File: src/rtl/score_pkg.sv
// rtl/score_pkg.sv - shared state encoding and limits for the score tracker
package score_pkg;

    typedef enum logic [1:0] {
        IDLE = 2'd0,
        RUN  = 2'd1,
        OVER = 2'd2
    } state_t;

    localparam int          TICK_DIV_DEFAULT = 10000000;
    localparam logic [11:0] SCORE_MAX_BCD    = 12'h999;
    localparam logic [2:0]  LEVEL_MAX        = 3'd7;

endpackage

File: src/rtl/bcd_digit.sv
// rtl/bcd_digit.sv - one saturating BCD decade with ripple carry out
module bcd_digit (
    input  logic       clk,
    input  logic       rst,
    input  logic       clr,
    input  logic       inc,
    input  logic       sat,
    output logic [3:0] digit,
    output logic       carry
);

    logic [3:0] digit_q;
    logic [3:0] digit_d;

    always_comb begin
        digit_d = digit_q;
        if (clr) begin
            digit_d = 4'd0;
        end else if (inc && !sat) begin
            digit_d = (digit_q == 4'd9) ? 4'd0 : digit_q + 4'd1;
        end
    end

    always_ff @(posedge clk or posedge rst) begin
        if (rst) begin
            digit_q <= 4'd0;
        end else begin
            digit_q <= digit_d;
        end
    end

    // Carry is combinational so the whole chain advances on the same edge.
    assign carry = inc && !sat && !clr && (digit_q == 4'd9);
    assign digit = digit_q;

endmodule

File: src/rtl/score_tracker.sv
// rtl/score_tracker.sv - game FSM, point prescaler, BCD score, high score and speed level
module score_tracker
    import score_pkg::*;
#(
    parameter int TICK_DIV   = TICK_DIV_DEFAULT,
    parameter int LEVEL_STEP = 1
) (
    input  logic       clk,
    input  logic       rst,
    input  logic       start,
    input  logic       collision,
    input  logic       pause,
    output logic [3:0] d1,
    output logic [3:0] d2,
    output logic [3:0] d3,
    output logic [3:0] h1,
    output logic [3:0] h2,
    output logic [3:0] h3,
    output logic [1:0] state,
    output logic [2:0] speed_level,
    output logic       point_tick,
    output logic       new_high
);

    localparam int             PW         = (TICK_DIV > 1) ? $clog2(TICK_DIV) : 1;
    localparam logic [PW-1:0]  PRESC_LAST = PW'(TICK_DIV - 1);
    localparam int             SW         = (LEVEL_STEP > 1) ? $clog2(LEVEL_STEP) : 1;
    localparam logic [SW-1:0]  STEP_LAST  = SW'(LEVEL_STEP - 1);

    state_t        state_q;
    logic [PW-1:0] presc_q;
    logic [2:0]    level_q;
    logic [SW-1:0] step_q;
    logic [11:0]   high_q;
    logic          point_tick_q;
    logic          new_high_q;

    logic [3:0]    d1_w, d2_w, d3_w;
    logic [11:0]   score;
    logic          enter_run;
    logic          wrap;
    logic          inc_ones;
    logic          sat;
    logic          carry1, carry2, carry_unused;

    assign score     = {d3_w, d2_w, d1_w};
    assign enter_run = start && (state_q != RUN);
    assign wrap      = (presc_q == PRESC_LAST);
    assign inc_ones  = (state_q == RUN) && !pause && !collision && wrap;
    assign sat       = (score == SCORE_MAX_BCD);

    bcd_digit u_ones (
        .clk(clk), .rst(rst), .clr(enter_run), .inc(inc_ones), .sat(sat),
        .digit(d1_w), .carry(carry1)
    );

    bcd_digit u_tens (
        .clk(clk), .rst(rst), .clr(enter_run), .inc(carry1), .sat(sat),
        .digit(d2_w), .carry(carry2)
    );

    bcd_digit u_hundreds (
        .clk(clk), .rst(rst), .clr(enter_run), .inc(carry2), .sat(sat),
        .digit(d3_w), .carry(carry_unused)
    );

    always_ff @(posedge clk or posedge rst) begin
        if (rst) begin
            state_q      <= IDLE;
            presc_q      <= '0;
            level_q      <= 3'd0;
            step_q       <= '0;
            high_q       <= 12'h000;
            point_tick_q <= 1'b0;
            new_high_q   <= 1'b0;
        end else begin
            point_tick_q <= 1'b0;
            new_high_q   <= 1'b0;
            case (state_q)
                IDLE, OVER: begin
                    if (start) begin
                        state_q <= RUN;
                        presc_q <= '0;
                        level_q <= 3'd0;
                        step_q  <= '0;
                    end
                end
                RUN: begin
                    if (collision) begin
                        state_q <= OVER;
                        // Valid BCD compares correctly as a plain binary number.
                        if (score > high_q) begin
                            high_q     <= score;
                            new_high_q <= 1'b1;
                        end
                    end else if (!pause) begin
                        presc_q      <= wrap ? '0 : presc_q + PW'(1);
                        point_tick_q <= wrap;
                        if (carry2) begin
                            if (step_q == STEP_LAST) begin
                                step_q <= '0;
                                if (level_q != LEVEL_MAX) begin
                                    level_q <= level_q + 3'd1;
                                end
                            end else begin
                                step_q <= step_q + SW'(1);
                            end
                        end
                    end
                end
                default: state_q <= IDLE;
            endcase
        end
    end

    assign d1          = d1_w;
    assign d2          = d2_w;
    assign d3          = d3_w;
    assign h1          = high_q[3:0];
    assign h2          = high_q[7:4];
    assign h3          = high_q[11:8];
    assign state       = state_q;
    assign speed_level = level_q;
    assign point_tick  = point_tick_q;
    assign new_high    = new_high_q;

endmodule
File: config.mk
export PLATFORM = sky130hd
export DESIGN_NAME = score_tracker
export DESIGN_NICKNAME = d
export VERILOG_FILES = /design/src/rtl/score_pkg.sv /design/src/rtl/bcd_digit.sv /design/src/rtl/score_tracker.sv
export SDC_FILE = /design/constraint.sdc
export NUM_CORES = 1
export LEC_CHECK = 0
export ABC_AREA = 1
export ABC_CLOCK_PERIOD_IN_PS = 4900
export CAP_MARGIN = 5
export CORE_MARGIN = 8
export CORE_UTILIZATION = 25
export CTS_CLUSTER_DIAMETER = 100
export DETAILED_ROUTE_END_ITERATION = 10
export PLACE_DENSITY = 0.48
export SLEW_MARGIN = 10
export SYNTH_ARGS = -nofsm -noshare
export SYNTH_HDL_FRONTEND = slang
export SYNTH_SLANG_ARGS = --single-unit
File: constraint.sdc
create_clock -name clk -period 4.9 [get_ports clk]
set_clock_uncertainty 0.05 [all_clocks]
set_input_delay 0.735 -clock clk [delete_from_list [all_inputs] [get_ports clk]]
set_output_delay 0.735 -clock clk [all_outputs]
set_load 0.01 [all_outputs]
==> impl_table.tex, run 1 <==
\begin{tabular}{lr}
\hline
Metric & Value \\
\hline
\multicolumn{2}{l}{\textbf{Outcome}} \\
Run status & finished, final reports clean \\
\multicolumn{2}{l}{\textbf{Drt}} \\
DR iter-0 viols & 216 \\
Number of nets with antenna violations after routing & 0 \\
Vias per Instance & roughly 4.5 \\
Sum of routed wire length over all layers & 8680 µm \\
Number of remaining DRC errors & 0 \\
Router iterations before antenna repair & 5 \\
Vias after detailed routing & 2989 \\
WL per Instance & 13.2 µm \\
\multicolumn{2}{l}{\textbf{Min path}} \\
Worst hold endpoint & presc\_q[17] \\
Classification of the worst-slack hold path & register to register \\
Start point of the worst min-delay path & presc\_q[17] \\
Number of cells on the worst hold path & 1 \\
\multicolumn{2}{l}{\textbf{Synth}} \\
Unique masters post-synth & 39 \\
Area share of the largest cell type after synthesis & 0.399 \\
Mean post-synth cell area & 7.85 µm² \\
Number of nets in the synthesized netlist & about 470 \\
Share of synthesized area occupied by flip-flops and latches & 0.399 \\
Top cell type by total area after synthesis & sky130\_fd\_sc\_hd\_\_dfrtp\_1 \\
Cells after synthesis & between 400 and 500 \\
Cell types occupying the most area after synthesis & sky130\_fd\_sc\_hd\_\_dfrtp\_1, sky130\_fd\_sc\_hd\_\_nand2\_1, sky130\_fd\_sc\_hd\_\_ha\_1 \\
Flops \& latches, synth & 55 \\
Area of the mapped netlist & $\sim$3500 µm² \\
Synthesis warning total & 0 \\
\multicolumn{2}{l}{\textbf{Critical path}} \\
CP Max Fanout & 21 \\
Crit path DAT & roughly 2.6 ns \\
Capture point of the worst reg-to-reg path & high\_q[11] \\
Reg2Reg Depth & 12 \\
Critical Path Source Type & register \\
Data required time at the worst endpoint & 5.02 ns \\
Setup slack on the worst flop-to-flop path & approximately 2.4 ns \\
Worst setup path category & register to register \\
Critical path endpoint category & register \\
Beginning of the worst register-to-register path & u\_hundreds.digit[3] \\
\multicolumn{2}{l}{\textbf{CTS}} \\
Gates resized, CTS repair & 0 \\
\# clock sinks & 55 \\
Postcts setup bufs & 0 \\
Number of buffers on the longest clock path & 2 \\
TritonCTS clock tree & done \\
Number of buffers created by CTS & 5 \\
Clock insertion delay at the later pin of the skew report & 0.29 ns \\
Maximum level of the CTS H-tree & 2 \\
Clock-pin slew on the worst setup and hold paths & 0.07 ns \\
Clock Tree Root & sky130\_fd\_sc\_hd\_\_clkbuf\_16 \\
Hold-fix buffers at CTS & 0 \\
\multicolumn{2}{l}{\textbf{GRT}} \\
Maximum number of pins on one net before global-route repair & 33 \\
Overall fraction of global-route tracks in use & 0.100 \\
Antenna violations before repair & 0 \\
Overflow left after global routing & 0 \\
Via count of the first global-routing pass & approximately 3000 \\
Global-route wire length before repair & 14900 µm \\
\multicolumn{2}{l}{\textbf{Timing}} \\
Setup repair after global routing missed its margin & false \\
Share of the clock period used by the worst path & 0.502 \\
Final setup violating endpoints & 0 \\
Fin. max-slew vios & 0 \\
Final number of hold-violating endpoints & 0 \\
Worst-Margin Slew & 0.715 ns \\
Final setup TNS & 0 ns \\
Highest clock frequency the design can meet & roughly 0.4 GHz \\
Max transition margin & 0.523 \\
Crit path time final & approximately 2.5 ns \\
\multicolumn{2}{l}{\textbf{Power}} \\
Worst vdd rail ir drop & roughly 150 µV \\
Total power & approximately 1.3 mW \\
Areal power density over the cells & 319 nW/µm² \\
Leakage power figure & $\sim$1.9 nW \\
\multicolumn{2}{l}{\textbf{Floorplanning}} \\
Starting density of the core & 0.253 \\
Vertical die dimension & 134 µm \\
Horizontal extent of the die & 134 µm \\
Placement row count & 43 \\
Placeable core region & 13700 µm² \\
Area of the die & 17800 µm² \\
Num ports & 36 \\
\multicolumn{2}{l}{\textbf{Job}} \\
Max-cap violations & 0 \\
\multicolumn{2}{l}{\textbf{Placement}} \\
Dpl hpwl & 6890 µm \\
Global placement routability congestion & $\sim$0.83 \\
I/O Buffers & 35 \\
\multicolumn{2}{l}{\textbf{Cells and area}} \\
Number of diodes added for antenna fixing & 0 \\
Area added between synthesis and finish & 20.3\% \\
Layout net count & about 500 \\
Layout cells sized above 1 & 0.0921 \\
\hline
\end{tabular}
## routing by layer
metal | track usage | vias up | routed length, µm
met1 | 0.125 | 1427 | 4080
met2 | 0.170 | 43 | 4170
li1 | - | 1513 | -
met5 | 0 | - | 0
met4 | 0.0268 | 0 | 82
met3 | 0.0207 | 6 | 342
## kinds of logic (layout without fill, tap and decap cells)
group | after synthesis | count (layout) | share of synthesized area
AND/OR/NAND/NOR | 218 | 218 | 0.314
adder cells (fa/ha/maj) | 21 | 21 | 0.0761
AO/OA/AOI/OAI | 66 | 66 | 0.111
buffers and inverters | 76 | 114 | 0.0899
flip-flops | 55 | 55 | 0.399
XOR/XNOR | 4 | 4 | 0.0101
## area by class of cell
| cell class | count | area (µm²) |
|---|---|---|
| clock inverters | 1 | 30.0 |
| fillers | 1483 | 9510 |
| flip-flops and latches | 55 | 1380 |
| multi-input cells | 309 | 1770 |
| well taps | 180 | 225 |
| repair buffers | 36 | 358 |
| clock buffers | 6 | 129 |
| inverters | 71 | 269 |
## how the worst max path moves through the flow
stage          slack [ns]           startpoint           to  depth (start not counted)
2_1_floorplan        2.77                  rst    high_q[0]                          1
3_3_place_gp         2.23                start  presc_q[20]                          9
3_5_place_dp         2.17                pause  presc_q[20]                          8
4_1_cts              2.38  u_hundreds.digit[3]   high_q[11]                         12
5_1_grt              2.07  u_hundreds.digit[3]    high_q[7]                         12
6_report             2.44  u_hundreds.digit[3]   high_q[11]                         12
## synthesized netlist by cell type
master	number
sky130_fd_sc_hd__nand2_1	91
sky130_fd_sc_hd__inv_1	62
sky130_fd_sc_hd__dfrtp_1	55
sky130_fd_sc_hd__nor2_1	51
sky130_fd_sc_hd__nand3_1	28
sky130_fd_sc_hd__o21ai_0	23
sky130_fd_sc_hd__ha_1	21
sky130_fd_sc_hd__a21oi_1	18
sky130_fd_sc_hd__nand4_1	13
sky130_fd_sc_hd__nor3_1	12
sky130_fd_sc_hd__o21ai_1	10
sky130_fd_sc_hd__inv_2	8
sky130_fd_sc_hd__nand2_4	4
sky130_fd_sc_hd__nor3_2	4
sky130_fd_sc_hd__xor2_1	4
sky130_fd_sc_hd__a211oi_2	3
sky130_fd_sc_hd__nor2_4	3
sky130_fd_sc_hd__nor2_8	3
sky130_fd_sc_hd__o22ai_1	3
sky130_fd_sc_hd__a211oi_1	2
sky130_fd_sc_hd__buf_2	2
sky130_fd_sc_hd__nand3_2	2
sky130_fd_sc_hd__o31ai_1	2
sky130_fd_sc_hd__a21oi_2	1
sky130_fd_sc_hd__a31oi_1	1
sky130_fd_sc_hd__a32o_1	1
sky130_fd_sc_hd__buf_12	1
sky130_fd_sc_hd__buf_4	1
sky130_fd_sc_hd__clkbuf_1	1
sky130_fd_sc_hd__inv_4	1
sky130_fd_sc_hd__nand2_2	1
sky130_fd_sc_hd__nand3_4	1
sky130_fd_sc_hd__nor2_2	1
sky130_fd_sc_hd__nor3_4	1
sky130_fd_sc_hd__nor3b_2	1
sky130_fd_sc_hd__nor4_1	1
sky130_fd_sc_hd__o21a_1	1
sky130_fd_sc_hd__o21ai_2	1
sky130_fd_sc_hd__or2_2	1
## state kept, by name, indices dropped and copies added, names as in the netlist
name,count
high_q,12
new_high,1
point_tick,1
presc_q,24
speed_level,3
state,2
u_hundreds.digit,4
u_ones.digit,4
u_tens.digit,4
## through the flow
stage / area [µm²] / util / hold WS, ns / setup WS (ns) / instances
floorplan: 3450 / - / 0.418 / 2.77 / 440
global placement: 3990 / 0.292 / 0.445 / 2.23 / 651
detailed placement: 3990 / 0.292 / 0.459 / 2.17 / 651
CTS: 4150 / 0.304 / 0.469 / 2.38 / 658
global route: 4150 / 0.304 / 0.493 / 2.07 / 658
finish: 4150 / 0.304 / 0.469 / 2.44 / 658
## report_power, final
part	internal, mW	switching (mW)	total [mW]
combinational	0.151	0.219	0.370
clock	0.239	0.160	0.399
sequential	0.499	0.0569	0.556
## placed cells by master, fill, tap and decap left out, types with 10 or more instances in the layout
cell                              synthesis  final
sky130_fd_sc_hd__o21ai_0                 23     23
sky130_fd_sc_hd__clkdlybuf4s50_1          0     35
sky130_fd_sc_hd__a21oi_1                 18     18
sky130_fd_sc_hd__inv_1                   62     61
sky130_fd_sc_hd__nand3_1                 28     28
sky130_fd_sc_hd__nand2_1                 91     91
sky130_fd_sc_hd__nor2_1                  51     51
sky130_fd_sc_hd__dfrtp_1                 55     55
sky130_fd_sc_hd__nand4_1                 13     13
sky130_fd_sc_hd__ha_1                    21     21
sky130_fd_sc_hd__nor3_1                  12     12
sky130_fd_sc_hd__o21ai_1                 10     10
## worst max-delay path, cell delays in order (launching register included)
cell and delay (ns):
sky130_fd_sc_hd__dfrtp_1 0.47, sky130_fd_sc_hd__ha_1 0.34, sky130_fd_sc_hd__nand2_1 0.05, sky130_fd_sc_hd__inv_1 0.06, sky130_fd_sc_hd__nand3_1 0.10, sky130_fd_sc_hd__nor3_1 0.27, sky130_fd_sc_hd__nand2_1 0.09, sky130_fd_sc_hd__nand3_1 0.08
sky130_fd_sc_hd__inv_1 0.04, sky130_fd_sc_hd__nand2_1 0.43, sky130_fd_sc_hd__inv_1 0.19, sky130_fd_sc_hd__nand2_1 0.09, sky130_fd_sc_hd__o21ai_0 0.07
Note: power is estimated with default switching activity, not from simulation.
==> run 2: changes to the inputs <==
--- a/config.mk
+++ b/config.mk
@@ -6,7 +6,7 @@
 export NUM_CORES = 1
 export LEC_CHECK = 0
 export ABC_AREA = 1
-export ABC_CLOCK_PERIOD_IN_PS = 4900
+export ABC_CLOCK_PERIOD_IN_PS = 2400
 export CAP_MARGIN = 5
 export CORE_MARGIN = 8
 export CORE_UTILIZATION = 25
==> constraint.sdc (replaced) <==
create_clock -name clk -period 2.4 [get_ports clk]
set_clock_uncertainty 0.05 [all_clocks]
set_input_delay 0.36 -clock clk [delete_from_list [all_inputs] [get_ports clk]]
set_output_delay 0.36 -clock clk [all_outputs]
set_load 0.01 [all_outputs]
==> run 2 against run 1 <==
Effect of this change: non-clock buffer count is 10 higher; combinational power is 130% higher; critical endpoint is now high_q[0]; largest cell class unchanged; sequential power is 98% higher; die area stayed put; hold slack worse by 0.15 ns; clock power is 110% higher.
==> impl_table.tex, run 2 (synthesized netlist as in run 1, its figures left out) <==
\begin{tabular}{lr}
\hline
Metric & Value \\
\hline
\multicolumn{2}{l}{\textbf{CTS}} \\
Clock insertion delay at the later pin of the skew report & 0.30 ns \\
Maximum level of the CTS H-tree & 2 \\
Clock-pin slew on the worst setup and hold paths & 0.07 ns \\
Gates resized, CTS repair & 0 \\
\# clock sinks & 55 \\
Clock Tree Root & sky130\_fd\_sc\_hd\_\_clkbuf\_16 \\
Number of buffers on the longest clock path & 2 \\
Hold-fix buffers at CTS & 0 \\
Postcts setup bufs & 0 \\
TritonCTS clock tree & done \\
Number of buffers created by CTS & 5 \\
\multicolumn{2}{l}{\textbf{Cells and area}} \\
Largest register FFs & 24 \\
Number of diodes added for antenna fixing & 0 \\
Final Non-Filler Cells & 668 \\
Register bank with the most flops & presc\_q \\
Layout cells sized above 1 & 0.111 \\
Most frequent standard cell in the layout excluding fill and tap cells & sky130\_fd\_sc\_hd\_\_nand2\_1 \\
Top Registers & presc\_q (24), high\_q (12) \\
Leading cell types in the layout, fill and taps excluded & sky130\_fd\_sc\_hd\_\_nand2\_1, sky130\_fd\_sc\_hd\_\_inv\_1, sky130\_fd\_sc\_hd\_\_dfrtp\_1 \\
Layout net count & 514 \\
Area added between synthesis and finish & 23.2\% \\
\multicolumn{2}{l}{\textbf{GRT}} \\
Antenna violations before repair & 0 \\
Fraction of met1 tracks used by global routing & 0.131 \\
Via count of the first global-routing pass & around 3000 \\
Overflow left after global routing & 0 \\
Overall fraction of global-route tracks in use & 0.105 \\
Met3 layer usage reported by global route & 0.0233 \\
Global routing's busiest layer & met2 \\
Global-route wire length before repair & 15300 µm \\
Met2 capacity usage during global routing & 0.177 \\
Maximum number of pins on one net before global-route repair & 40 \\
\multicolumn{2}{l}{\textbf{Floorplanning}} \\
Vertical die dimension & 134 µm \\
Num ports & 36 \\
Horizontal extent of the die & around 130 µm \\
Placement row count & 43 \\
Starting density of the core & 0.253 \\
Area of the die & 17800 µm² \\
Placeable core region & approximately 14000 µm² \\
\multicolumn{2}{l}{\textbf{Timing}} \\
Share of the clock period used by the worst path & 0.882 \\
Setup repair after global routing missed its margin & false \\
Final setup TNS & 0 ns \\
Max transition margin & 0.729 \\
Worst-case setup margin in the final layout & 0.283 ns \\
Highest clock frequency the design can meet & 0.472 GHz \\
Final setup violating endpoints & 0 \\
Worst-Margin Slew & 0.406 ns \\
Final number of hold-violating endpoints & 0 \\
Fin. max-slew vios & 0 \\
Crit path time final & 2.12 ns \\
\multicolumn{2}{l}{\textbf{Power}} \\
Total power & 2.79 mW \\
Net switching power of the design & 915 µW \\
Switching share of power & 0.328 \\
Part of the power in registers & 0.395 \\
Proportion of power drawn by the clock network & 0.297 \\
Leakage power figure & 1.92 nW \\
Comb pwr share & 0.307 \\
Int Power & 1.87 mW \\
Areal power density over the cells & 655 nW/µm² \\
Worst vdd rail ir drop & 266 µV \\
\multicolumn{2}{l}{\textbf{Critical path}} \\
Critical Path Source Type & register \\
Setup slack on the worst flop-to-flop path & around 0.28 ns \\
Beginning of the worst register-to-register path & u\_hundreds.digit[3] \\
Worst setup path start & u\_hundreds.digit[3] \\
Data required time at the worst endpoint & $\sim$2.5 ns \\
Capture point of the worst reg-to-reg path & high\_q[0] \\
Worst setup path category & register to register \\
Critical Path Sink & high\_q[0] \\
CP Max Fanout & 14 \\
Reg2Reg Depth & 11 \\
Critical path endpoint category & register \\
Crit path DAT & 2.24 ns \\
\multicolumn{2}{l}{\textbf{Placement}} \\
Post-Place Cells & 661 \\
I/O Buffers & 35 \\
Global placement routability congestion & approximately 0.83 \\
Pre-CTS setup slack & 0.202 ns \\
Dpl hpwl & 7110 µm \\
\multicolumn{2}{l}{\textbf{Drt}} \\
Number of remaining DRC errors & 0 \\
WL per Instance & 13.4 µm \\
Router iterations before antenna repair & 5 \\
Vias per Instance & 4.54 \\
Number of nets with antenna violations after routing & 0 \\
DR iter-0 viols & 147 \\
Vias after detailed routing & between 3000 and 4000 \\
Sum of routed wire length over all layers & 8980 µm \\
\multicolumn{2}{l}{\textbf{Min path}} \\
Classification of the worst-slack hold path & primary input to asynchronous set/reset pin \\
\multicolumn{2}{l}{\textbf{Outcome}} \\
Run status & finished, final reports clean \\
\multicolumn{2}{l}{\textbf{Job}} \\
Max-cap violations & 0 \\
\hline
\end{tabular}
[run 2: cell type report]
cell class	instances	area [µm²]
Tap cell	180	225
Sequential cell	55	1380
Clock buffer	6	129
Clock inverter	1	30.0
Inverter	71	269
Fill cell	1463	9410
Timing Repair Buffer	46	458
Multi-Input combinational cell	309	1770
[run 2: power groups by stage]
stage	Combinational [mW]	Sequential (mW)	Clock, mW
finish	0.856	1.10	0.828
global route	0.964	1.12	0.877
CTS	0.871	1.10	0.853
detailed placement	0.865	1.12	0
global placement	0.859	1.12	0
floorplan	0.480	1.16	0
[run 2: critical path, cell delays in order (launching register included)]
cell and delay [ns]:
sky130_fd_sc_hd__dfrtp_1 0.40, sky130_fd_sc_hd__ha_1 0.30, sky130_fd_sc_hd__nand2_1 0.05, sky130_fd_sc_hd__inv_1 0.06, sky130_fd_sc_hd__nand3_1 0.09, sky130_fd_sc_hd__nor3_1 0.26
sky130_fd_sc_hd__nand2_1 0.12, sky130_fd_sc_hd__nand3_1 0.08, sky130_fd_sc_hd__inv_1 0.04, sky130_fd_sc_hd__nand2_1 0.20, sky130_fd_sc_hd__buf_4 0.23, sky130_fd_sc_hd__o21ai_0 0.10
[run 2: worst min-delay path by stage]
stage,end,startpoint,cells after the start
final,u_ones.digit[0],rst,2
after global routing,u_ones.digit[3],rst,2
after CTS,u_ones.digit[1],rst,2
after detailed placement,high_q[9],high_q[9],2
after global placement,speed_level[1],speed_level[1],2
after floorplan,point_tick,pause,1
[run 2: layer usage]
layer	up-vias	routed length, µm
met4	0	97
met2	51	4260
met3	6	403
met5	-	0
li1	1534	-
met1	1440	4220
[run 2: through the flow]
step | hold slack, ns | area [µm²] | util
after floorplan | 0.381 | 3450 | -
final | 0.317 | 4250 | 0.311
after global placement | 0.444 | 4090 | 0.300
after CTS | 0.332 | 4250 | 0.311
after detailed placement | 0.459 | 4090 | 0.300
after global routing | 0.355 | 4250 | 0.311
==> run 3: changes to the inputs <==
--- a/config.mk
+++ b/config.mk
@@ -10,10 +10,8 @@
 export CAP_MARGIN = 5
 export CORE_MARGIN = 8
 export CORE_UTILIZATION = 25
-export CTS_CLUSTER_DIAMETER = 100
 export DETAILED_ROUTE_END_ITERATION = 10
 export PLACE_DENSITY = 0.48
-export SLEW_MARGIN = 10
 export SYNTH_ARGS = -nofsm -noshare
 export SYNTH_HDL_FRONTEND = slang
 export SYNTH_SLANG_ARGS = --single-unit
==> results of run 3 <==
Same layout as run 2: the final DEF is identical, and so are final timing and power.
